`src/rtl/seq_multiplier_taint_signed.sv`:
```
// Constant-time shift-add multiplier (signed/unsigned) with bitwise taint tracking.
// Each RUN cycle always writes the running sum, so latency never depends on data.
module seq_multiplier_taint_signed #(
  parameter int unsigned WIDTH = 32
) (
  input  logic               clk,
  input  logic               rst,
  input  logic               start,
  input  logic               start_t,
  input  logic               signed_mode,
  input  logic               signed_mode_t,
  input  logic [WIDTH-1:0]   multiplier,
  input  logic [WIDTH-1:0]   multiplier_t,
  input  logic [WIDTH-1:0]   multiplicand,
  input  logic [WIDTH-1:0]   multiplicand_t,
  output logic               busy,
  output logic               busy_t,
  output logic [2*WIDTH-1:0] product,
  output logic [2*WIDTH-1:0] product_t,
  output logic               product_done,
  output logic               product_done_t
);

  localparam int unsigned CNT_W = $clog2(WIDTH) + 1;
  localparam int unsigned PW    = 2 * WIDTH;
  localparam int unsigned SW    = PW + 1;

  typedef enum logic [1:0] {
    S_IDLE = 2'd0,
    S_LOAD = 2'd1,
    S_RUN  = 2'd2,
    S_DONE = 2'd3
  } state_e;

  state_e            state_q, state_d;
  logic [CNT_W-1:0]  cnt_q, cnt_d;
  logic [WIDTH-1:0]  mr_q, mr_d, mr_t_q, mr_t_d;
  logic [WIDTH-1:0]  mc_q, mc_d, mc_t_q, mc_t_d;
  logic              sm_q, sm_d, sm_t_q, sm_t_d;
  logic              st_t_q, st_t_d;
  logic [SW-1:0]     md_q, md_d, md_t_q, md_t_d;
  logic [SW-1:0]     rs_q, rs_d, rs_t_q, rs_t_d;
  logic              busy_q, busy_d;
  logic [PW-1:0]     product_q, product_d, product_t_q, product_t_d;
  logic              done_q, done_d, done_t_q, done_t_d;

  // Run-step datapath signals
  logic [WIDTH-1:0]  mr_sh_c, mr_t_sh_c;
  logic              mr_bit_c, mr_t_bit_c, last_c, neg_c, ct_c;
  logic [SW-1:0]     addend_c, sum_c, add_t_c, step_t_c;
  logic              accept_c;

  // Sets every bit from the lowest set bit of x upward (x | -x)
  function automatic logic [SW-1:0] smear_up(input logic [SW-1:0] x);
    return x | (~x + SW'(1));
  endfunction

  // One shift-add iteration and its taint propagation
  always_comb begin
    mr_sh_c    = mr_q >> cnt_q;
    mr_t_sh_c  = mr_t_q >> cnt_q;
    mr_bit_c   = mr_sh_c[0];
    mr_t_bit_c = mr_t_sh_c[0];
    last_c     = (cnt_q == CNT_W'(WIDTH - 1));
    neg_c      = sm_q & last_c & mr_bit_c;
    addend_c   = mr_bit_c ? (md_q << cnt_q) : '0;
    sum_c      = neg_c ? (rs_q - addend_c) : (rs_q + addend_c);
    ct_c       = mr_t_bit_c | (sm_t_q & last_c);
    if (ct_c) begin
      add_t_c = {SW{1'b1}} << cnt_q;
    end else if (mr_bit_c) begin
      add_t_c = md_t_q << cnt_q;
    end else begin
      add_t_c = '0;
    end
    if (neg_c) begin
      add_t_c = smear_up(add_t_c);
    end
    step_t_c = smear_up(rs_t_q | add_t_c);
  end

  // Next-state and register updates
  always_comb begin
    state_d     = state_q;
    cnt_d       = cnt_q;
    mr_d        = mr_q;
    mr_t_d      = mr_t_q;
    mc_d        = mc_q;
    mc_t_d      = mc_t_q;
    sm_d        = sm_q;
    sm_t_d      = sm_t_q;
    st_t_d      = st_t_q;
    md_d        = md_q;
    md_t_d      = md_t_q;
    rs_d        = rs_q;
    rs_t_d      = rs_t_q;
    product_d   = product_q;
    product_t_d = product_t_q;
    done_d      = done_q;
    done_t_d    = done_t_q;
    accept_c    = start & ((state_q == S_IDLE) | (state_q == S_DONE));

    case (state_q)
      S_IDLE: begin
        done_d   = 1'b0;
        done_t_d = 1'b0;
      end
      S_LOAD: begin
        rs_d   = '0;
        rs_t_d = '0;
        md_d   = {{(SW-WIDTH){sm_q & mc_q[WIDTH-1]}}, mc_q};
        md_t_d = {{(SW-WIDTH){sm_t_q | (sm_q & mc_t_q[WIDTH-1])}}, mc_t_q};
        cnt_d  = '0;
        state_d = S_RUN;
      end
      S_RUN: begin
        rs_d   = sum_c;
        rs_t_d = step_t_c;
        cnt_d  = cnt_q + CNT_W'(1);
        if (last_c) begin
          state_d = S_DONE;
        end
      end
      S_DONE: begin
        product_d   = rs_q[PW-1:0];
        product_t_d = rs_t_q[PW-1:0] | {sm_t_q, {(PW-1){1'b0}}};
        done_d      = 1'b1;
        done_t_d    = st_t_q;
      end
      default: state_d = S_IDLE;
    endcase

    // Accepting a new request latches operands and drops the previous result flag
    if (accept_c) begin
      mr_d        = multiplier;
      mr_t_d      = multiplier_t;
      mc_d        = multiplicand;
      mc_t_d      = multiplicand_t;
      sm_d        = signed_mode;
      sm_t_d      = signed_mode_t;
      st_t_d      = start_t;
      product_d   = product_q;
      product_t_d = product_t_q;
      done_d      = 1'b0;
      done_t_d    = 1'b0;
      state_d     = S_LOAD;
    end

    busy_d = (state_d == S_LOAD) | (state_d == S_RUN);
  end

  // State and datapath registers with synchronous reset
  always_ff @(posedge clk) begin
    if (rst) begin
      state_q     <= S_IDLE;
      cnt_q       <= '0;
      mr_q        <= '0;
      mr_t_q      <= '0;
      mc_q        <= '0;
      mc_t_q      <= '0;
      sm_q        <= 1'b0;
      sm_t_q      <= 1'b0;
      st_t_q      <= 1'b0;
      md_q        <= '0;
      md_t_q      <= '0;
      rs_q        <= '0;
      rs_t_q      <= '0;
      busy_q      <= 1'b0;
      product_q   <= '0;
      product_t_q <= '0;
      done_q      <= 1'b0;
      done_t_q    <= 1'b0;
    end else begin
      state_q     <= state_d;
      cnt_q       <= cnt_d;
      mr_q        <= mr_d;
      mr_t_q      <= mr_t_d;
      mc_q        <= mc_d;
      mc_t_q      <= mc_t_d;
      sm_q        <= sm_d;
      sm_t_q      <= sm_t_d;
      st_t_q      <= st_t_d;
      md_q        <= md_d;
      md_t_q      <= md_t_d;
      rs_q        <= rs_d;
      rs_t_q      <= rs_t_d;
      busy_q      <= busy_d;
      product_q   <= product_d;
      product_t_q <= product_t_d;
      done_q      <= done_d;
      done_t_q    <= done_t_d;
    end
  end

  assign busy           = busy_q;
  assign busy_t         = st_t_q;
  assign product        = product_q;
  assign product_t      = product_t_q;
  assign product_done   = done_q;
  assign product_done_t = done_t_q;

endmodule

```
`config.mk`:
```
export PLATFORM = sky130hd
export DESIGN_NAME = seq_multiplier_taint_signed
export DESIGN_NICKNAME = d
export VERILOG_FILES = /design/src/rtl/seq_multiplier_taint_signed.sv
export SDC_FILE = /design/constraint.sdc
export NUM_CORES = 2
export LEC_CHECK = 0
export BUFFER_PORTS_ARGS = -buffer_cell sky130_fd_sc_hd__buf_2
export CORE_MARGIN = 2
export CORE_UTILIZATION = 41
export CTS_CLUSTER_DIAMETER = 40
export DETAILED_ROUTE_END_ITERATION = 10
export HOLD_SLACK_MARGIN = 0.03
export SLEW_MARGIN = 20
export SYNTH_ARGS = -nofsm -noshare
export SYNTH_HDL_FRONTEND = slang
export SYNTH_SLANG_ARGS = --single-unit
```
`constraint.sdc`:
```
create_clock -name clk -period 10.1 [get_ports clk]
set_input_delay 2.02 -clock clk [delete_from_list [all_inputs] [get_ports clk]]
set_output_delay 2.02 -clock clk [all_outputs]
set_load 0.01 [all_outputs]
```
==> impl_metrics.py <==
metrics = {
    "outcome": {
        "status": "finished, violations left",
        "violations": "design-rule violations",
    },
    "synth": {
        "synth.area.mux_share_pct": 11.9,
        "synthFlopType": "dfxtp_1",
        "yosys.area_share.adder_pct": 3.04,
        "postSynthAreaPerCell_um2": 7.68,
        "async_flop_share_pct": 0,
        "netlist_area_mm2": 0.0303,
        "synth_area_leader_cell": "dfxtp_1",
        "synth.top_cells.by_count": "768 x nand2_1, 464 x dfxtp_1, 460 x a21oi_1",
        "synth_top_family_by_area": "compound AO/OA/AOI/OAI gates",
        "yosys_warnings": 0,
        "synth-edff-count": 0,
        "ys_seq_elements": 464,
        "synth_xor_xnor_area_share_pct": 2.75,
        "synth-simple-area-share_pct": 22.3,
        "synth_compound_area_share_pct": 24.8,
        "yosysMostFrequentCell": "nand2_1",
        "ys_seq_area_share_pct": 30.7,
        "synthesis.nets": 4150,
        "ys_types": 102,
        "synthCells": 3943,
        "synth_top_area_share_pct": 30.7,
        "synth_area_leaders": "dfxtp_1 31%, nand2_1 9.5%, a21oi_1 7.6%, mux2i_1 5.6%, nor2_1 4.4%",
    },
    "clock_tree": {
        "cts_buffers": 69,
        "post-cts-setup-buffer-count": 0,
        "clkTransAtPathRegs_ps": 50,
        "cts_tree": "done",
        "cts_root_buf": "clkbuf_16",
        "cts_resized": 0,
        "clockBufferDepth": 3,
        "ctsHoldBuffers": 0,
        "htree_levels": 3,
        "clk_latency_ps": 610,
        "clock_sinks": 464,
    },
    "min_path": {
        "hold_end": "product_t[52]",
        "hp-start": "product_t[52]",
        "hp-class": "reg -> reg",
        "hold_depth": 2,
    },
    "global_route": {
        "grt_overflow_total": 0,
        "grt_pass1_wl_um": 183000,
        "antenna_found_initial": 1,
        "grt_use_total_pct": 31.2,
        "grt_max_degree": 199,
        "grt_pass1_vias": 28400,
    },
    "floorplanning": {
        "row_count": 99,
        "fp.dieH_um": 276,
        "fp.dieW_um": 276,
        "core_mm2": 0.0731,
        "start_util_pct": 41.5,
        "ioPinCount": 266,
        "dieArea_mm2": 0.0761,
    },
    "pwr": {
        "p_seq_share_pct": 23.9,
        "powerDensity_mw_per_mm2": 277,
        "leakagePower_nw": 13.3,
        "p_sw_mw": 4.19,
        "p_clk_share_pct": 24.7,
        "ir_worst_vdd_mv": 0.179,
        "pwr-share-comb_pct": 51.4,
        "p_total_mw": 9.58,
        "power.internal_mw": 5.39,
        "swShare_pct": 43.8,
    },
    "critical_path": {
        "criticalPathCategory": "reg -> reg",
        "r2r_slack_ps": 1290,
        "cpMaxStageDelayCell": "dfxtp_4",
        "r2r-end": "rs_q[63]",
        "cp.required_ps": 10590,
        "crit_path_start_kind": "flip-flop",
        "cp_data_arrival_time_ps": 9300,
        "cp_max_fo": 74,
        "reg2reg_depth": 29,
        "r2r-start": "cnt_q[1]",
        "crit_path_max_incr_delay_ps": 1000,
        "cp-end-kind": "flip-flop",
    },
    "flow_run": {
        "cap_viol_max_count": 0,
    },
    "route": {
        "viasPerCell": 6.14,
        "drt-initial-drc-count": 3254,
        "wire_per_inst_um": 24.1,
        "vias": 31100,
        "drc": 13,
        "antenna_left": 0,
        "drt-pass1-iter-count": 10,
        "wl_um": 122000,
    },
    "cells_and_area": {
        "layout.nets": 4268,
        "layout-drive-gt1-share_pct": 15.6,
        "syn2layout_area_growth_pct": 14.1,
        "final_cells": 5072,
        "n_fill_cell": 7432,
        "antenna_cells": 0,
        "fin_area_mm2": 0.0346,
    },
    "timing": {
        "worst_slack_ps": 1290,
        "post-route-period-util_pct": 87.2,
        "rsz0062_at_grt": "false",
        "setup_violations": 0,
        "fin_setup_tns_ps": 0,
        "clock_skew_ps": 33.2,
        "finalMaxSlewViolations": 0,
        "max_freq_mhz": 114,
        "tightestPinTransition_ps": 1150,
        "finalHoldViolCount": 0,
        "fin_crit_ps": 8810,
        "slew_headroom_pct": 23.3,
    },
    "place": {
        "place_inst": 4949,
        "gp_congestion": 1.02,
        "dp_hpwl_um": 92200,
        "portBuffers": 265,
        "place_area_mm2": 0.0323,
        "dp_slack_ps": 1560,
    },
}
## per-layer routing
metal	vias up	wire (um)	GRT usage, %	share of wire (%)
li1	14600	-	-	-
met1	14800	55300	44.9	45
met2	1455	52500	46.7	43
met3	250	10500	5.74	8.6
met4	0	3990	10.5	3.3
met5	-	0	0	0
## layout by cell type, fill, tap and decap left out, drive strengths merged, types with 72 or more instances in the layout
cell / n
mux2i: 171
nor3: 79
dfxtp: 464
o21ai: 157
clkbuf: 80
nor2: 355
ha: 72
nand2: 768
a21oi: 460
a22oi: 75
buf: 342
## final cells by class
cell class | count | area (um2) | share of cell area, %
tap | 959 | 1200 | 3.47
clock inverter | 43 | 474 | 1.37
timing repair buffer | 342 | 1940 | 5.61
clock buffer | 80 | 1820 | 5.26
multi-input combinational | 3146 | 19700 | 57.0
inverter | 38 | 143 | 0.412
sequential | 464 | 9300 | 26.9
## power groups by stage
stage                     Combinational (mW)  Clock (mW)  Sequential [mW]
after global routing                    5.39        2.50             2.31
final                                   4.93        2.36             2.29
after CTS                               4.84        2.41             2.29
after floorplan                         3.66           0             2.21
after global placement                  4.83           0             2.33
after detailed placement                4.82           0             2.32
## worst max path at each step
stage | from | end
finish | cnt_q[1] | rs_q[63]
global route | cnt_q[1] | rs_q[63]
CTS | cnt_q[1] | rs_q[63]
detailed placement | cnt_q[1] | rs_q[63]
global placement | cnt_q[1] | rs_q[63]
floorplan | cnt_q[3] | rs_q[63]
## worst max-delay path: cells and delay by family, from the launching register on
kind / cells / cell delay, ps
AO/OA/AOI/OAI: 12 / 3540
XOR/XNOR: 1 / 180
adder cells (fa/ha/maj): 1 / 330
buffers and inverters: 3 / 700
flip-flops: 1 / 1000
multiplexers: 2 / 720
AND/OR/NAND/NOR: 10 / 2190
## cells by family after synthesis
logic type                 Yosys count
adders and majority gates           73
buffers and inverters              333
muxes                              285
xor gates and xnor gates            95
DFF                                464
AOI/OAI and AO/OA                 1167
and+or+nand+nor                   1526
## flip-flops by register name (all words and copies together) (netlist names)
name            flops
sm_q                1
busy_t              1
rs_q               64
cnt_q               6
busy                1
state_q             2
sm_t_q              1
rs_t_q             64
mr_q               32
md_t_q             33
product            64
product_t          64
product_done        1
product_done_t      1
mc_q               32
mr_t_q             32
mc_t_q             32
md_q               33
## per-stage QoR
| stage | utilization, % | hold WS (ps) |
|---|---|---|
| floorplan | - | 433 |
| global placement | 44.2 | 438 |
| detailed placement | 44.2 | 443 |
| global route | 47.3 | 463 |
| CTS | 47.3 | 450 |
| finish | 47.3 | 447 |
Power figures use the tool's default switching activity.
